**src/rtl/auto_load_pkg.sv**
```systemverilog
// Shared types and defaults for the auto-load readback sequencer.
// The state encoding is the 4-bit debug view of the sequencer FSM.
package auto_load_pkg;

  localparam int          CNT_W_DEF     = 6;
  localparam int          TO_W_DEF      = 16;
  localparam logic [15:0] TO_CYCLES_DEF = 16'd50000;

  typedef enum logic [3:0] {
    IDLE     = 4'd0,
    ENA      = 4'd1,
    RD_FIRST = 4'd2,
    W_FIRST  = 4'd3,
    CHK      = 4'd4,
    RD       = 4'd5,
    W_RD     = 4'd6,
    W_DONE   = 4'd7,
    H_CMPL   = 4'd8,
    H_ABORT  = 4'd9,
    H_TO     = 4'd10
  } al_state_e;

  // Readable state names for waveform annotation and bench messages.
  function automatic string state_name(input al_state_e s);
    case (s)
      IDLE:     return "IDLE";
      ENA:      return "ENA";
      RD_FIRST: return "RD_FIRST";
      W_FIRST:  return "W_FIRST";
      CHK:      return "CHK";
      RD:       return "RD";
      W_RD:     return "W_RD";
      W_DONE:   return "W_DONE";
      H_CMPL:   return "H_CMPL";
      H_ABORT:  return "H_ABORT";
      H_TO:     return "H_TO";
      default:  return "ILLEGAL";
    endcase
  endfunction

endpackage

```
**src/rtl/al_watchdog.sv**
```systemverilog
// Wait-state watchdog: counts cycles while enabled, restarting on clr.
// expired is high during the TO_CYCLES-th enabled cycle; TO_CYCLES=0 disables it.
module al_watchdog
  import auto_load_pkg::*;
#(
  parameter int              TO_W      = TO_W_DEF,
  parameter logic [TO_W-1:0] TO_CYCLES = TO_W'(TO_CYCLES_DEF)
) (
  input  logic CLK,
  input  logic RST,
  input  logic clr,
  input  logic ena,
  output logic expired
);

  logic [TO_W-1:0] count;
  logic [TO_W-1:0] base;
  logic [TO_W-1:0] incr;

  // clr and ena both describe the upcoming cycle, so an entry edge loads 1.
  always_comb begin
    base = clr ? '0 : count;
    incr = (base == '1) ? base : base + TO_W'(1);
  end

  always_ff @(posedge CLK or posedge RST) begin
    if (RST) begin
      count   <= '0;
      expired <= 1'b0;
    end else if (ena) begin
      count   <= incr;
      expired <= (TO_CYCLES != '0) && (incr == TO_CYCLES);
    end else begin
      count   <= '0;
      expired <= 1'b0;
    end
  end

endmodule

```
**src/rtl/auto_load_seq.sv**
```systemverilog
// Auto-load sequencer: steps a latched address range issuing one EXECUTE per
// address, with early abort on AL_DONE and a watchdog on every wait state.
module auto_load_seq
  import auto_load_pkg::*;
#(
  parameter int              CNT_W     = CNT_W_DEF,
  parameter int              TO_W      = TO_W_DEF,
  parameter logic [TO_W-1:0] TO_CYCLES = TO_W'(TO_CYCLES_DEF)
) (
  input  logic             CLK,
  input  logic             RST,
  input  logic             START,
  input  logic [CNT_W-1:0] FIRST_ADDR,
  input  logic [CNT_W-1:0] LAST_ADDR,
  input  logic             BUSY,
  input  logic             AL_DONE,
  output logic             AL_ENA,
  output logic             CLR_AL_DONE,
  output logic             EXECUTE,
  output logic [CNT_W-1:0] AL_CNT,
  output logic             COMPLETED,
  output logic             ABORTED,
  output logic             TIMEOUT
);

  al_state_e        state, next_state;
  logic [CNT_W-1:0] cnt, first_q, last_q;
  logic             at_last;
  logic             wd_clr, wd_ena, wd_expired;
  logic             nxt_ena, nxt_clr, nxt_exec, nxt_cmpl, nxt_abort, nxt_to;

  assign at_last = (cnt >= last_q);
  assign AL_CNT  = cnt;

  al_watchdog #(.TO_W(TO_W), .TO_CYCLES(TO_CYCLES)) u_wd (
    .CLK     (CLK),
    .RST     (RST),
    .clr     (wd_clr),
    .ena     (wd_ena),
    .expired (wd_expired)
  );

  assign wd_ena = (next_state inside {W_FIRST, W_RD, W_DONE});
  assign wd_clr = (next_state != state);

  // A real wake-up (BUSY low / AL_DONE) always takes priority over expiry.
  always_comb begin
    next_state = state;
    case (state)
      IDLE:     if (START) next_state = ENA;
      ENA:      next_state = RD_FIRST;
      RD_FIRST: next_state = W_FIRST;
      W_FIRST: begin
        if (!BUSY)           next_state = CHK;
        else if (wd_expired) next_state = H_TO;
      end
      CHK: begin
        if (AL_DONE)      next_state = H_ABORT;
        else if (at_last) next_state = W_DONE;
        else              next_state = RD;
      end
      RD:       next_state = W_RD;
      W_RD: begin
        if (!BUSY)           next_state = at_last ? W_DONE : RD;
        else if (wd_expired) next_state = H_TO;
      end
      W_DONE: begin
        if (AL_DONE)         next_state = H_CMPL;
        else if (wd_expired) next_state = H_TO;
      end
      H_CMPL, H_ABORT, H_TO: if (!START) next_state = IDLE;
      default:  next_state = IDLE;
    endcase
  end

  always_comb begin
    nxt_ena   = (next_state != IDLE);
    nxt_clr   = (next_state == ENA);
    nxt_exec  = (next_state == RD_FIRST) || (next_state == RD);
    nxt_cmpl  = (next_state == W_DONE) || (next_state == H_CMPL);
    nxt_abort = (next_state == H_ABORT);
    nxt_to    = (next_state == H_TO);
  end

  // Outputs are decoded from next_state so they line up with the state held.
  always_ff @(posedge CLK or posedge RST) begin
    if (RST) begin
      state       <= IDLE;
      cnt         <= '0;
      first_q     <= '0;
      last_q      <= '0;
      AL_ENA      <= 1'b0;
      CLR_AL_DONE <= 1'b0;
      EXECUTE     <= 1'b0;
      COMPLETED   <= 1'b0;
      ABORTED     <= 1'b0;
      TIMEOUT     <= 1'b0;
    end else begin
      state <= next_state;
      if ((state == IDLE) && (next_state == ENA)) begin
        first_q <= FIRST_ADDR;
        last_q  <= LAST_ADDR;
      end
      // cnt < last_q whenever RD is entered, so the increment cannot wrap.
      if (next_state == RD_FIRST)                    cnt <= first_q;
      else if ((next_state == RD) && (state != RD))  cnt <= cnt + CNT_W'(1);
      AL_ENA      <= nxt_ena;
      CLR_AL_DONE <= nxt_clr;
      EXECUTE     <= nxt_exec;
      COMPLETED   <= nxt_cmpl;
      ABORTED     <= nxt_abort;
      TIMEOUT     <= nxt_to;
    end
  end

endmodule

```
**config.mk**
```make
export PLATFORM = sky130hd
export DESIGN_NAME = auto_load_seq
export DESIGN_NICKNAME = d
export VERILOG_FILES = /design/src/rtl/auto_load_pkg.sv /design/src/rtl/al_watchdog.sv /design/src/rtl/auto_load_seq.sv
export SDC_FILE = /design/constraint.sdc
export NUM_CORES = 1
export LEC_CHECK = 0
export CORE_MARGIN = 5
export CORE_UTILIZATION = 55
export DETAILED_ROUTE_END_ITERATION = 10
export GPL_ROUTABILITY_DRIVEN = 1
export PLACE_DENSITY_LB_ADDON = 0.12
export SLEW_MARGIN = 0
export SYNTH_ARGS = -nofsm -noshare
export SYNTH_HDL_FRONTEND = slang
export SYNTH_HIERARCHICAL = 1
export SYNTH_SLANG_ARGS = --single-unit
```
**constraint.sdc**
```tcl
create_clock -name CLK -period 4.8 [get_ports CLK]
set_input_delay 0.72 -clock CLK [delete_from_list [all_inputs] [get_ports CLK]]
set_output_delay 0.72 -clock CLK [all_outputs]
set_load 0.01 [all_outputs]
```
# [After elaboration in Yosys (flattened, before gate mapping)]
# Index checks and enable logic that the tools add are counted.
[word_totals] mem_bits_rw=0 latch_bits=0 mem_bits_ro=0 input_bits=17 ff_bits=45 n_memories=0 word_cells=62
[classes] n_shift=0 n_bitwise=0 n_eq_ne=23 n_lt_le_gt_ge=1 n_mux=15 multipliers=0 div_mod_pow=0 addsub=2 reduce_logical=9
[ops] operator="2-to-1 mux 16 bit" count=3
[ops] operator="case mux 4 bit (9 select lines)" count=1
[ops] operator="== test 16 bit, second input constant" count=2
[ops] operator="== test 4 x 3 -> 1 bit, second input constant" count=7
[ops] operator="2-to-1 mux 4 bit" count=7
[ops] operator="== test 4 bit, second input constant" count=6
[ops] operator="adder 16 x 1 -> 16 bit, second input constant" count=1
[ops] operator="== test 4 x 2 -> 1 bit, second input constant" count=4
[ops] operator="2-to-1 mux 6 bit" count=2
[ops] operator="== test 4 x 1 -> 1 bit, second input constant" count=2
[ops] operator="adder 6 x 1 -> 6 bit, second input constant" count=1
[ops] operator="greater-or-equal comparator 6 bit" count=1
[ops] operator="logical NOT 4 bit" count=1
[ops] operator="!= test 4 x 3 -> 1 bit, second input constant" count=1
[ops] operator="!= test 4 bit" count=1
[ops] operator="nonzero test 4 bit" count=1
[ops] operator="nonzero test 3 bit" count=1
[ops] operator="OR reduction 3 bit" count=1
[ops] operator="logical AND 1 bit" count=2
[ops] operator="logical OR 1 bit" count=2
[ops] operator="2-to-1 mux 2 bit" count=1
[ops] operator="nonzero test 2 bit" count=1
[ops] operator="2-to-1 mux 1 bit" count=1

# [Longest topological paths before layout]
[logic_depth] depth_word=10 ltp_mapped=15

# [Hierarchy]
# Netlist, hierarchy kept.
[by_module_without_submodules] module="auto_load_seq" instances=1 cells_each=179 area_per_inst_um2=1622.8 seq_area_each_um2=700.7
[by_module_without_submodules] module="al_watchdog" instances=1 cells_each=113 area_per_inst_um2=982.2 seq_area_each_um2=425.4

# [Least setup slack after synthesis]
# No wires, ideal clock.
[synth_path] path_type="input to register" from="in BUSY" to="reg u_wd.expired" setup_time_ps=101 path_stages=12 required_ps=4699 path_slack_ps=1172 arrival_time_ps=3527 path_buffers=0 cell_sequence="maj3_1 nand3_1 and3_1 inv_1 o31ai_1 nand2_1 nand2b_4 or4_4 nor3_2 xnor2_1 or4_1 nor4_1"
[synth_between] elab_chain_len=8 word_cells_on_any_way=14
[synth_rtl] element="from (decl)" line="auto_load_seq.sv:15" source="input logic BUSY,"
[synth_rtl] element="2-to-1 mux 4 bit, on equally long branches" line="auto_load_seq.sv:64, auto_load_seq.sv:54"
[synth_rtl] element="case mux 4 bit (9 select lines) *" line="auto_load_seq.sv:49" source="case (state)"
[synth_rtl] element="via next_state[3]" line="auto_load_seq.sv:26" source="al_state_e state, next_state;"
[synth_rtl] element="!= test 4 bit *" line="auto_load_seq.sv:44" source="assign wd_clr = (next_state != state);"
[synth_rtl] element="via wd_clr" line="auto_load_seq.sv:29" source="logic wd_clr, wd_ena, wd_expired;"
[synth_rtl] element="2-to-1 mux 16 bit *" line="al_watchdog.sv:22" source="base = clr ? '0 : count;"
[synth_rtl] element="adder 16 x 1 -> 16 bit or == test 16 bit (tied branches)" line="al_watchdog.sv:23" source="incr = (base == '1) ? base : base + TO_W'(1);"
[synth_rtl] element="2-to-1 mux 16 bit *" line="al_watchdog.sv:23"
[synth_rtl] element="== test 16 bit *" line="al_watchdog.sv:32" source="expired <= (TO_CYCLES != '0) && (incr == TO_CYCLES);"
[synth_rtl] element="2-to-1 mux 1 bit *" line="al_watchdog.sv:30" source="end else if (ena) begin"
[synth_rtl] element="to (signal assigned)" line="al_watchdog.sv:32"
[synth_rtl] element="to (decl)" line="al_watchdog.sv:13" source="output logic expired"
# Mark *: on every way through the listed nets, which the timed path passes. The rest lies on a longest branch.
# A chain may end at the register's enable or synchronous reset.

# [Final worst setup path]
# Same ends and word-level chain as after synthesis.

==> impl_results.md <==
* Pre-Repair DR Iteration Count at 5
* First-pass GRT wire length at 9577 µm
* Inserted Clock Buffers at 5
* Critical path fanouts, max at 8
* Initial antenna violation count at 0
* Largest family of logic cells by synthesized area: simple AND/OR/NAND/NOR gates
* Synthesized instance count at between 200 and 300
* Per-cell routed wire length at about 15 µm
* Synth Area in Adders at under 10%
* Fmax at roughly 240 MHz
* Worst Setup EP: u_wd/expired
* HP Class: flip-flop to flip-flop
* Mux contribution to synthesized area at under 10%
* Fin. Hold Viols at 0
* R2R Setup Slk at between 700 and 800 ps
* Logic pwr share at 51.0%
* Setup CP Type: input pin to flip-flop
* Core Box Area at 0.004661 mm²
* Residual DRC at 0
* Post-synthesis compound-gate area fraction at 16.33%
* Skew final at 8.955 ps
* Worst R2R Start: state[0]
* Netlist cell types at between 50 and 60
* Clk pin slew, worst setup/hold paths at about 90 ps
* Ant diodes at 0
* EDFF count, synth at 0
* Pin count of the biggest net entering global routing at 29
* Synth area leader: dfrtp_1
* Top cells by area, synth: dfrtp_1, nand2_1, ha_1, nor2_1, nand3_1
* Vias at 2233
* Routability cong. at 0.9488
* Final WL at roughly 5600 µm
* Top cell type's share of synthesized area at 43.23%
* Area Overhead vs Synth at 15.61%
* # placed instances at 369
* FF+latch count, synth at 45
* Io pins at 29
* Initial Util at a little under three fifths
* CTS max path bufs at 2
* Final min period at between 4000 and 5000 ps
* Pwr per Cell Area at 566.8 mW/mm²
* Yosys warns at 6
* Setup TNS at 0 ps
* TritonCTS clock tree: built
* Cell Count, Final, Fillers Out at 377
* Setup crit start kind: input pin
* Psw at 0.7739 mW
* GRT overflow at 0
* R2R depth at 12
* Die area at 0.006213 mm²
* Pleak at about 1.3 nW
* Layout cells sized above 1 at 8.978%
* Port Buf Inserts at 28
* Antenna Violating Nets Remaining at 0
* Clock Power Share at 13.8%
* Mapped Avg Cell Area at 8.921 µm²
* Final Max Tran Viols at 0
* Maxcap violations at 0
* CTS resizes at 0
* H-tree depth at 2
* Xor-xnor portion of the synthesized cell area at 3.987%
* CTS Hold Buffers Added at 0
* Actual slew at the worst max-slew pin at 1027 ps
* Internal Pwr Total at ~0.93 mW
* Die Ht at 78.82 µm
* Clk root buf: clkbuf_8
* Core Rows at 25
* Sw Share at a little under half
* Unrepaired setup endpoints after global routing: false
* HPWL after DPL at 4140 µm
* Outcome: complete, no violations
* Initial DRC count at between 100 and 150
* Ys flop type: dfrtp_1
* # setup viols final at 0
* Critical path capture point type: flip-flop
* Mapped cell area at 0.002605 mm²
* Peak VDD IR at around 310 µV
* Slew margin rel. at 31.45%
* Synth Area in Simple Gates at a little over a quarter
* Die width at approximately 80 µm
* Critical path origin: BUSY
* Vias in the first global route at 2026
* Clock sinks at 45
* Reg power frac at 35.3%
* Layout Nets at 346
* Worst-Skew Late Latency at 300 ps
* Fin crit share at 88.22%
* Net Count, Synth at between 300 and 400
* Drt via density at around 5.9
* Postcts setup bufs at 0
* Total track usage at 19.54%
* Critical Path AT at between 4000 and 5000 ps
* Asr flop ratio synth at 100.0%
* Worst Path Required at roughly 5000 ps
* Post-synthesis sequential area ratio at approximately 43%
* Reg2reg end: u_wd/expired
## cell usage after synthesis (3+ instances only)
library cell	count
nand4_1	6
nor2_1	23
a31oi_1	7
o211ai_1	6
nand2_1	58
dfrtp_1	45
o21a_1	3
xnor2_1	5
buf_4	3
or2_2	3
xor2_1	5
nor4_1	7
nor3_1	7
inv_1	17
nand2b_1	5
ha_1	7
a21oi_1	9
o21ai_0	10
and3_1	4
nand3_1	13
## worst max-delay path, stage by stage
cell,delay [ps]
clkdlybuf4s50_1,530
maj3_1,390
nand3_1,80
and3_1,220
inv_1,100
o31ai_1,250
nand2_1,220
nand2b_4,220
nor4_1,510
a31oi_1,140
or2_2,300
or4_1,500
nor4_1,260
## worst min-delay path by stage
stage                    start         end  cells past startpoint
global route        first_q[4]  first_q[4]                      2
global placement    first_q[4]  first_q[4]                      2
CTS                 first_q[4]  first_q[4]                      2
floorplan           first_q[0]  first_q[0]                      2
finish              first_q[4]  first_q[4]                      2
detailed placement  first_q[4]  first_q[4]                      2
## cell type report
cell class              count  area [µm²]
multi-input cells         221        1363
well taps                  54       67.56
fillers                   406        1649
clock buffers               6       72.57
inverters                  20       80.08
flip-flops and latches     45        1126
repair buffers             29       287.8
clock inverters             2       15.01
## sequential cells by signal, summed over array words and instances, names as in the netlist
signal,flops
CLR_AL_DONE,1
COMPLETED,1
state,4
EXECUTE,1
AL_ENA,1
last_q,6
AL_CNT,6
TIMEOUT,1
ABORTED,1
first_q,6
u_wd/count,16
u_wd/expired,1
## power groups by stage
stage	logic (mW)	clock network [mW]	registers [mW]
floorplan	0.662	0	0.569
global placement	0.855	0	0.605
detailed placement	0.868	0	0.608
CTS	0.874	0.241	0.600
global route	0.969	0.262	0.621
finish	0.870	0.235	0.602
## kinds of logic (layout without fill, tap and decap cells)
| kind of cell | Yosys count | after routing |
|---|---|---|
| buffers and inverters | 26 | 57 |
| adders and majority gates | 8 | 8 |
| DFF | 45 | 45 |
| and+or+nand+nor | 144 | 144 |
| xor gates and xnor gates | 11 | 11 |
| AOI/OAI and AO/OA | 56 | 56 |
| muxes | 2 | 2 |
## metrics by stage
step	utilization, %	hold slack [ps]	power, mW	area [µm²]	worst slack, ps
after CTS	64.62	487.8	1.715	3012	565.7
after floorplan	-	445.5	1.231	2605	1172
after global routing	64.62	504.6	1.852	3012	290.2
after global placement	62.74	462.1	1.460	2924	412.5
final	64.62	487.6	1.707	3012	565.5
after detailed placement	62.74	464.3	1.476	2924	275.0
## cell usage in the layout, fill, tap and decap left out, types with 3 or more instances in the layout
cell             count
a21oi_1              9
nand4_1              6
clkdlybuf4s50_1     28
o21a_1               3
ha_1                 7
o21ai_0             10
nor2_1              23
xor2_1               5
nand2b_1             5
clkbuf_8             5
dfrtp_1             45
nand3_1             13
nor4_1               7
inv_1               17
a31oi_1              7
o211ai_1             6
and3_1               4
xnor2_1              5
or2_2                3
nor3_1               7
nand2_1             58
## layer usage
layer  up-vias  wire (µm)  share of wire (%)  track usage, %
met3         4        424                7.6           4.422
li1       1086          -                  -               -
met2        82       2575                 46           30.05
met4         0         31               0.56           5.670
met5         -          0                  0               0
met1      1061       2554                 46           27.70
Power figures use the tool's default switching activity.
